## config.mk

```make
export PLATFORM = sky130hd
export DESIGN_NAME = alu_seq
export DESIGN_NICKNAME = d
export VERILOG_FILES = /design/src/rtl/alu_seq.sv
export SDC_FILE = /design/constraint.sdc
export NUM_CORES = 1
export LEC_CHECK = 0
export ABC_AREA = 1
export CAP_MARGIN = 20
export CORE_ASPECT_RATIO = 0.6
export CORE_MARGIN = 2
export CORE_UTILIZATION = 25
export DETAILED_ROUTE_END_ITERATION = 10
export GPL_ROUTABILITY_DRIVEN = 0
export PLACE_DENSITY = 0.53
export RECOVER_POWER = 50
export SKIP_LAST_GASP = 1
export SYNTH_ARGS = -nofsm -noshare
export SYNTH_HDL_FRONTEND = slang
export SYNTH_SLANG_ARGS = --single-unit
```

## constraint.sdc

```tcl
create_clock -name clk -period 3.71 [get_ports clk]
set_input_delay 0.9275 -clock clk [delete_from_list [all_inputs] [get_ports clk]]
set_output_delay 0.9275 -clock clk [all_outputs]
set_load 0.005 [all_outputs]
```

## src/rtl/alu_seq.sv

```systemverilog
// alu_seq: registered ALU with valid/ready input and a multi-cycle shift-add multiplier
//   clk            in   clock, rising edge
//   rst            in   synchronous active-high reset
//   in_valid       in   a, b and instruction_en are valid this cycle
//   in_ready       out  block accepts an op this cycle (IDLE and not in reset)
//   a              in   accumulator operand
//   b              in   bus operand / immediate source (low IMM_WIDTH bits)
//   instruction_en in   one-hot op select, bit positions from alu_seq_pkg
//   out_valid      out  one-cycle pulse when c/flags hold a new result
//   c              out  result, held between pulses
//   flags          out  EQ, GT, Z, C, ILL at the alu_seq_pkg indices
package alu_seq_pkg;
    localparam int ISA_ADD = 0;
    localparam int ISA_ADDI = 1;
    localparam int ISA_SH = 2;
    localparam int ISA_SHI = 3;
    localparam int ISA_NOT = 4;
    localparam int ISA_AND = 5;
    localparam int ISA_OR = 6;
    localparam int ISA_XOR = 7;
    localparam int ISA_MUL = 8;
    localparam int ISA_INSTRUCTION_COUNT = 9;
    localparam int ALU_FLAG_EQ = 0;
    localparam int ALU_FLAG_GT = 1;
    localparam int ALU_FLAG_Z = 2;
    localparam int ALU_FLAG_C = 3;
    localparam int ALU_FLAG_ILL = 4;
endpackage

module alu_seq
    import alu_seq_pkg::*;
#(
    parameter int WIDTH = 8,
    parameter int IMM_WIDTH = 4,
    parameter int FLAG_COUNT = 5
) (
    input  logic                             clk,
    input  logic                             rst,
    input  logic                             in_valid,
    output logic                             in_ready,
    input  logic [WIDTH-1:0]                 a,
    input  logic [WIDTH-1:0]                 b,
    input  logic [ISA_INSTRUCTION_COUNT-1:0] instruction_en,
    output logic                             out_valid,
    output logic [WIDTH-1:0]                 c,
    output logic [FLAG_COUNT-1:0]            flags
);
    localparam int N = ISA_INSTRUCTION_COUNT;
    localparam int CW = $clog2(WIDTH);
    localparam logic [N-1:0] MUL_HOT = {{(N-1){1'b0}}, 1'b1} << ISA_MUL;

    typedef enum logic {IDLE, MUL_RUN} state_t;
    state_t state, state_next;

    logic [WIDTH-1:0] op_a, op_b, imm, mplier, res;
    logic [N-1:0] op_sel;
    logic [2*WIDTH-1:0] mcand, prod;
    logic [WIDTH:0] sum;
    logic [CW-1:0] cnt;
    logic [FLAG_COUNT-1:0] alu_flags, mul_flags;
    logic accept, is_mul, last, pend, mul_done, ill, cy;

    function automatic logic [FLAG_COUNT-1:0] pack_flags(input logic eq, gt, z, cf, il);
        logic [FLAG_COUNT-1:0] f;
        f = '0;
        f[ALU_FLAG_EQ] = eq;
        f[ALU_FLAG_GT] = gt;
        f[ALU_FLAG_Z] = z;
        f[ALU_FLAG_C] = cf;
        f[ALU_FLAG_ILL] = il;
        return f;
    endfunction

    assign in_ready = (state == IDLE) && !rst;
    assign accept = in_valid && in_ready;
    assign is_mul = instruction_en == MUL_HOT;
    assign last = cnt == CW'(WIDTH - 1);
    assign imm = {{(WIDTH-IMM_WIDTH){1'b0}}, op_b[IMM_WIDTH-1:0]};

    always_comb begin
        state_next = (state == IDLE) ? ((accept && is_mul) ? MUL_RUN : IDLE)
                                     : (last ? IDLE : MUL_RUN);
    end

    always_ff @(posedge clk) begin
        state <= rst ? IDLE : state_next;
    end

    // Single-cycle ops evaluate the operands latched at accept, one edge later.
    always_comb begin
        sum = {1'b0, op_a} + {1'b0, op_sel[ISA_ADDI] ? imm : op_b};
        ill = !$onehot(op_sel) || op_sel[ISA_MUL];
        res = ill                 ? '0 :
              op_sel[ISA_ADD]     ? sum[WIDTH-1:0] :
              op_sel[ISA_ADDI]    ? sum[WIDTH-1:0] :
              op_sel[ISA_SH]      ? op_a << op_b :
              op_sel[ISA_SHI]     ? op_a << imm :
              op_sel[ISA_NOT]     ? ~op_a :
              op_sel[ISA_AND]     ? op_a & op_b :
              op_sel[ISA_OR]      ? op_a | op_b : op_a ^ op_b;
        cy = !ill && (op_sel[ISA_ADD] || op_sel[ISA_ADDI]) && sum[WIDTH];
        alu_flags = pack_flags(op_a == op_b, op_b > op_a, res == '0, cy, ill);
        mul_flags = pack_flags(op_a == op_b, op_b > op_a, prod[WIDTH-1:0] == '0,
                               |prod[2*WIDTH-1:WIDTH], 1'b0);
    end

    // The MUL result is published one edge after the final partial product,
    // which places out_valid WIDTH+1 edges after accept.
    always_ff @(posedge clk) begin
        if (rst) begin
            pend <= 1'b0;
            mul_done <= 1'b0;
            out_valid <= 1'b0;
            cnt <= '0;
            c <= '0;
            flags <= '0;
            prod <= '0;
            mcand <= '0;
            mplier <= '0;
            op_a <= '0;
            op_b <= '0;
            op_sel <= '0;
        end else begin
            pend <= accept && !is_mul;
            mul_done <= (state == MUL_RUN) && last;
            out_valid <= pend || mul_done;
            if (accept) begin
                op_a <= a;
                op_b <= b;
                op_sel <= instruction_en;
            end
            if (accept && is_mul) begin
                mcand <= {{WIDTH{1'b0}}, a};
                mplier <= b;
                prod <= '0;
                cnt <= '0;
            end else if (state == MUL_RUN) begin
                prod <= prod + (mplier[0] ? mcand : '0);
                mcand <= mcand << 1;
                mplier <= mplier >> 1;
                cnt <= last ? '0 : cnt + 1'b1;
            end
            if (pend) begin
                c <= res;
                flags <= alu_flags;
            end else if (mul_done) begin
                c <= prod[WIDTH-1:0];
                flags <= mul_flags;
            end
        end
    end
endmodule

```

Word level (Yosys, flattened, before mapping)
Index checks and enable logic that the tools add are counted.
Widths: inputs -> output; s select.
{ "word_totals": {"ff_bits": 85, "inputBits": 28, "output_inout_bits": 15, "word_cells": 79} }
{ "classes": {"add_sub_neg": 11, "order_cmp": 1, "eq_ne": 4, "shifts": 2, "mux": 22, "n_bitwise": 5, "n_reduce_logical": 20} }
{ "ops": {"columns": ["operator", "n"], "rows": [
  ["$mux 8", 15],
  ["$add 16x16->16", 1],
  ["$logic_not 8->1", 2],
  ["$mux 16", 1],
  ["$mux 5", 2],
  ["$add 8x8->9", 1],
  ["$eq 9x9->1 const B", 1],
  ["$add 1x1->2", 4],
  ["$and 8x8->8", 1],
  ["$eq 8x8->1", 1],
  ["$gt 8x8->1", 1],
  ["$not 8->8", 1],
  ["$or 8x8->8", 1],
  ["$reduce_or 8->1", 1],
  ["$shl 8x4->8", 1],
  ["$shl 8x8->8", 1],
  ["$xor 8x8->8", 1],
  ["$logic_and 1x1->1", 7],
  ["$add 2x2->3", 2],
  ["$add 3x3->4", 1],
  ["$add 4x1->4", 1],
  ["$eq 4x1->1 const B", 1],
  ["$logic_not 1->1", 4],
  ["$reduce_bool 2->1", 2],
  ["7 further kinds", 11]
]} }

Logic depth before layout (Yosys ltp)
{ "logic_depth": {"ltp_word": 11, "ltp_mapped": 21} }

Worst setup path before layout
Ideal clock, no wire load.
{ "synth_path": {"path_kind": "register -> register", "from": "reg op_sel[1]", "to": "reg flags[2]", "setup_time_ns": 0.066, "arrival_time_ns": 3.532, "t_required_ns": 3.644, "path_slack_ns": 0.112, "stages_incl_launch_ff": 20, "path_buffers": 0, "cell_sequence": "dfxtp_1 -> inv_1 -> fa_1 -> fa_1 -> fa_1 -> inv_1 -> fa_1 -> inv_1 -> fa_1 -> nand3_1 -> nor2_1 -> o21ai_2 -> inv_1 -> nand2_1 -> inv_1 -> nand2_1 -> inv_1 -> nor2_1 -> nand3_1 -> a21oi_2"} }
{ "synth_via": {"elab_chain_len": 10} }
{ "synth_lines": {"columns": ["item", "line", "text"], "rows": [
  ["start: declaration", "56", "logic [N-1:0] op_sel;"],
  ["start signal: assignment", "130", "op_sel <= instruction_en;"],
  ["$add 1x1->2 (not written as such)", "92", "ill = !$onehot(op_sel) || op_sel[ISA_MUL];"],
  ["$add 2x2->3 (not written as such)", "92", null],
  ["$add 3x3->4 (not written as such)", "92", null],
  ["$add 4x1->4 (not written as such)", "92", null],
  ["$eq 4x1->1", "92", null],
  ["$logic_not 1->1", "92", null],
  ["$logic_or 1x1->1", "92", null],
  ["$mux 8 *", "93", "res = ill ? '0 :"],
  ["$logic_not 8->1 *", "102", "alu_flags = pack_flags(op_a == op_b, op_b > op_a, res == '0, cy, ill);"],
  ["$mux 5 *", "143", "if (pend) begin"],
  ["end signal: assignment", "145", "flags <= alu_flags;"],
  ["end signal: assignment", "148", "flags <= mul_flags;"],
  ["end: declaration", "46", "output logic [FLAG_COUNT-1:0] flags"]
]} }
Every way passes the cells marked *; elsewhere a longest branch is shown, timed or not.
A chain may end at the register's enable or synchronous reset.

Worst setup path after layout
Same ends and word-level chain as after synthesis.

==> results.json <==
{
  "cts-hold-fix-buffers": 0,
  "path_class": "flip-flop to flip-flop",
  "syn_to_final_growth_pct": 20.1,
  "row_count": 43,
  "synth_common_cells": "nand2_1, inv_1, a21oi_1, dfxtp_1, nor2_1",
  "cp-end-kind": "flip-flop",
  "netlist-cell-type-count": 41,
  "die_h_um": 123,
  "setup_viol": 2,
  "final_max_slew_viol_count": 50,
  "wirelength_um": 19000,
  "fin_skew_ps": 10.8,
  "clk_latency_ps": 350,
  "synth_flop_cell": "dfxtp_1",
  "track_usage_pct": 15.7,
  "dieArea_um2": 24800,
  "crit_path_start": "op_sel[1]",
  "fin_crit_sh_pct": 101,
  "io_buffers": 42,
  "final_net_count": 1026,
  "clkSinkCount": 85,
  "ys_seq_elements": 85,
  "worst_ep_required_time_ps": 3940,
  "diodes": 0,
  "fillers": 2576,
  "max_cap_violations": 1,
  "reg2reg_slack_ps": -30,
  "cts_root_buffer": "clkbuf_16",
  "tns_ps": -35.2,
  "avgViaCountPerCell": 4.63,
  "ant_nets": 0,
  "start_util_pct": 25.5,
  "synth_edf_count": 0,
  "grt.overflow.total": 0,
  "clk_path_buf_depth": 2,
  "cp-endpoint": "flags[2]",
  "avgSynthCellArea_um2": 6.57,
  "synth.most_common_cell": "nand2_1",
  "antenna_found_initial": 0,
  "syn_area_um2": 5890,
  "grt_pass1_wl_um": 29800,
  "vias": 5842,
  "final.setup.worst_slack_ps": -29.2,
  "cts_htree_levels": 3,
  "power_density_nw_per_um2": 364,
  "synth.largest_area_cell": "dfxtp_1",
  "die_w_um": 202,
  "yosysSeqAreaShare_pct": 28.9,
  "place_inst": 1241,
  "dr.first_iter.drc_count": 581,
  "place_hpwl_um": 15200,
  "cp-start-kind": "flip-flop",
  "wire_per_inst_um": 15.1,
  "slew_headroom_pct": -22.9,
  "cts.clk_slew.worst_paths_ps": 70,
  "ys_async_sr_fraction_pct": 0,
  "cts_tree": "done",
  "syn_nets": 981,
  "finalNonFillerCells": 1262,
  "worst_r2r_path_depth": 18,
  "synthesis.instances": 897,
  "period_minus_slack_ps": 3740,
  "cp.arrival_ps": 3970,
  "utilization_pct": 30.6,
  "tightestPinTransition_ps": 1840,
  "irDropWorstVdd_mv": 0.235,
  "fmax_mhz": 267,
  "synth_area_leaders": "dfxtp_1, nand2_1, ha_1, inv_1, a21oi_1",
  "drcViolationCount": 0,
  "critPathMaxFanout": 3,
  "cts_buffers": 9,
  "layout-drive-gt1-share_pct": 7.60,
  "status": "finished, violations left",
  "io_pins": 43,
  "rsz0062_at_grt": "yes",
  "grt_max_degree": 50,
  "hold_class": "flip-flop to flip-flop",
  "p_leak_nw": 3.32,
  "grt_pass1_vias": 5152,
  "hold_violations": 0,
  "drt_first_pass_iters": 6,
  "p_total_mw": 2.57,
  "rr_endpoint": "flags[2]",
  "yosys_warnings": 0,
  "netlist.area_leader.share_pct": 28.9,
  "violations": "capacitance limit, slew limit, setup timing",
  "core-area_um2": 23100,
  "timing.rr.start": "op_sel[1]",
  "hold_slack_ps": 465
}
## state kept, by name (all words and copies together) (netlist names)
name       cells
prod          16
op_sel         9
op_a           8
out_valid      1
flags          5
pend           1
op_b           8
mcand         16
state          1
cnt            3
c              8
mplier         8
mul_done       1
## power breakdown
part / total (mW) / switching, mW / internal, mW / leakage, nW
sequential: 0.980 / 0.0395 / 0.941 / 0.692
combinational: 0.631 / 0.376 / 0.255 / 2.47
clock: 0.961 / 0.423 / 0.539 / 0.151
total: 2.57 / 0.838 / 1.73 / 3.32
## critical path, cell delays in order, from the launching register on
cell and delay (ps):
dfxtp_2 330, inv_2 40, fa_1 540, fa_1 440
fa_1 480, inv_2 80, fa_2 210, inv_2 40
fa_1 520, nand3_1 90, nor2_2 160, o21ai_4 110
buf_4 160, a21oi_4 110, nand2_1 70, nand2_1 70
inv_1 40, nand3_1 90, a21oi_2 60
## worst min path at each step
stage | start | to | slack, ps | depth (start not counted)
detailed placement | flags[4] | flags[4] | 460 | 2
CTS | mplier[6] | mplier[6] | 470 | 2
global placement | mplier[7] | mplier[7] | 450 | 2
global route | flags[4] | flags[4] | 490 | 2
floorplan | mplier[7] | mplier[7] | 440 | 2
finish | flags[4] | flags[4] | 460 | 2
## layout by cell type (no fill, tap or decap), types with 3 or more instances in the layout
cell,count
xor2_1,7
clkdlybuf4s50_1,27
xnor2_1,5
nand4_1,5
buf_4,21
clkbuf_16,9
fa_1,6
nor2_1,66
a31oi_1,13
a21o_1,4
nand2_2,4
o211ai_1,5
dlygate4sd3_1,15
nand3b_1,3
o21ai_0,53
nand2_1,244
dfxtp_1,82
nor4_1,5
nor3_1,7
o21a_1,5
dfxtp_2,3
buf_6,3
a21oi_1,85
inv_6,3
inv_1,116
ha_1,49
nor2_2,5
nand3_1,57
o21ai_1,4
inv_2,8
## metal layers
metal  global-route usage [%]  up-vias  part of all wire (%)
met5                        0        -                     0
met4                     2.05        0                  0.53
met3                     4.09       12                   8.6
met2                     17.5      232                    32
met1                     27.5     2603                    59
li1                         -     2995                     -
## kinds of logic (layout without fill, tap and decap cells)
kind of cell / after synthesis / count (layout) / synth area share, %
AND/OR/NAND/NOR: 402 / 402 / 28.1
AO/OA/AOI/OAI: 184 / 184 / 17.1
buffers and inverters: 158 / 208 / 11.4
flip-flops: 85 / 85 / 28.9
adder cells (fa/ha/maj): 56 / 56 / 12.8
XOR/XNOR: 12 / 12 / 1.78
## final cells by class
cell class                 count  area, um^2  area share [%]
multi-input combinational    654        3580            50.6
tap                          315         394            5.57
timing repair buffer          67         616            8.70
inverter                     125         469            6.63
clock buffer                   9         225            3.18
clock inverter                 7        86.3            1.22
sequential                    85        1710            24.1
## per-stage QoR
| step | cell area, um^2 | worst slack, ps |
|---|---|---|
| 6_report | 7080 | -29.2 |
| 5_1_grt | 7080 | -255 |
| 4_1_cts | 6980 | -40.8 |
| 3_5_place_dp | 6660 | -83.3 |
| 3_3_place_gp | 6660 | -35.9 |
| 2_1_floorplan | 5890 | 112 |
## what timing repair did
action                                  CTS  global route
endpoints found under the setup margin    4            10
buffers inserted                          1             4
pin swaps                                 4            18
resized for setup                         3            29
Note: power is estimated with default switching activity, not from simulation.
==> patch, RTL diff (same flow settings) <==
Set the parameter `WIDTH` to 16 (it was 8).
--- a/src/rtl/alu_seq.sv
+++ b/src/rtl/alu_seq.sv
@@ -30,7 +30,7 @@
 module alu_seq
     import alu_seq_pkg::*;
 #(
-    parameter int WIDTH = 8,
+    parameter int WIDTH = 16,
     parameter int IMM_WIDTH = 4,
     parameter int FLAG_COUNT = 5
 ) (
Interface: changed (resized a, b and c); port bits go from 43 to 67. The function was not compared with the original's and may differ.
==> patch against the unedited design <==
- the run still ends with max-capacitance violations, max-slew violations, negative setup slack left
- sequential share of layout area down 1.6 points
- routed wire length up 130%
- synthesized area up 91%
- worst setup slack worse by 0.11 ns
- sequential cell count up 65
- non-clock buffer count up 41
- synthesized cell count up 93%
- cell area up 89%
- utilization down 0.71 points
- power up 86%
- critical endpoint unchanged
- largest cell class unchanged
==> patch: results (changes against the unedited design) <==
Outcome
  • Status: finished with violations (unchanged)
  • Failing checks: max-capacitance violations, max-slew violations, negative setup slack (unchanged)

Setup path
  • Worst R2R Setup Slack: -0.14 ns (was -0.03 ns)
  • CP max FO: 6 (was 3)
  • Crit-path max cell delay: 0.57 ns (was 0.54 ns)
  • Crit path DAT: 4.22 ns (was 3.97 ns)

STA
  • Fin. max-slew vios: 42 (was 50)
  • Slew @ Worst Pin: 2.32 ns (was 1.84 ns)
  • Fin worst setup slack: -0.141 ns (was -0.0292 ns)
  • Final setup viols: 10 (was 2)
  • Post-Route Skew: 0.0183 ns (was 0.0108 ns)
  • Final setup TNS: -0.471 ns (was -0.0352 ns)

CTS
  • Num CTS Buffers: 17 (was 9)
  • Depth of the CTS H-tree: 4 (was 3)
  • Worst-skew pair later-pin latency: 0.45 ns (was 0.35 ns)

Drt
  • Top Layer Used: met5 (was met4)
  • DR iter-0 viols: 1,479 (was 581)
  • Wl on met1: 23.5 mm (was 11.2 mm)
  • Vias after detailed routing: 12,100 (was 5,842)
  • Final wirelength: 44.6 mm (was 19.0 mm)

Job
  • Max_cap viols: 1 (unchanged)

Placed design
  • Dpl cell area: 12,600 µm² (was 6660 µm²)

Synthesis
  • Net count after synthesis: 1,877 (was 981)
  • Sequential area share after synthesis: 26.6% (was 28.9%)
  • Synth top area cells: dfxtp_1 (27%), nand2_1 (13%), ha_1 (11%) (was dfxtp_1 (29%), nand2_1 (16%), ha_1 (10%))
  • Synth top cells by count: nand2_1 (405), inv_1 (202), a21oi_1 (172) (was nand2_1 (247), inv_1 (120), a21oi_1 (88))
  • Synth Instances: 1,730 (was 897)
  • Synth cell types: 60 (was 41)

Power
  • Flop pwr share: 36.2% (was 38.1%)
  • Sequential power: 0.00173 W (was 0.000980 W)
  • Switch share: 34.5% (was 32.6%)
  • Combinational Power Share: 24.7% (was 24.5%)
  • VDD IR max: 333 µV (was 235 µV)
  • Lkg Pwr: 6.10 nW (was 3.32 nW)

GRT
  • Number of global-route vias before repair: 10,700 (was 5,152)
  • Gr usage total: 18.8% (was 15.7%)
  • Met1 Track Usage GR: 30.8% (was 27.5%)
  • Largest net degree at the start of global routing: 77 (was 50)
  • Initial antenna violation count: 1 (was 0)

Final layout
  • Nets@finish: 1,929 (was 1,026)
  • Fillcell total: 4,871 (was 2,576)
  • Finished Layout Cells: 2,384 (was 1,262)
  • Top flop regs: mcand: 32 flops, prod: 32 flops (was mcand: 16 flops, prod: 16 flops, op_sel: 9 flops)

Worst hold path
  • Hold path startpoint: mplier[15] (was flags[4])
  • Min-Delay Endpoint: mplier[15] (was flags[4])
[patch: repair_timing]
item,4_1_cts,5_1_grt
buffers inserted,0,1
resized for setup,16,11
endpoints found under the setup margin,15,17
pin swaps,6,8
gates cloned,1,0
hold endpoints to repair,0,0
[patch: cell families (layout without fill, tap and decap cells)]
kind of cell,count (synthesis),count (layout),synth area share (%)
AND/OR/NAND/NOR,729,729,27.8
AO/OA/AOI/OAI,429,429,21.2
buffers and inverters,294,359,10.5
flip-flops,150,150,26.6
adder cells (fa/ha/maj),103,103,11.9
XOR/XNOR,25,25,1.94
[patch: cell type report]
class	instances	area [µm²]	area share [%]
Clock buffer	19	453	3.39
Tap cell	589	737	5.52
Clock inverter	13	156	1.17
Multi-Input combinational cell	1286	7170	53.7
Timing Repair Buffer	108	991	7.43
Sequential cell	150	3010	22.5
Inverter	218	823	6.17
Timing Repair inverter	1	7.51	0.0563
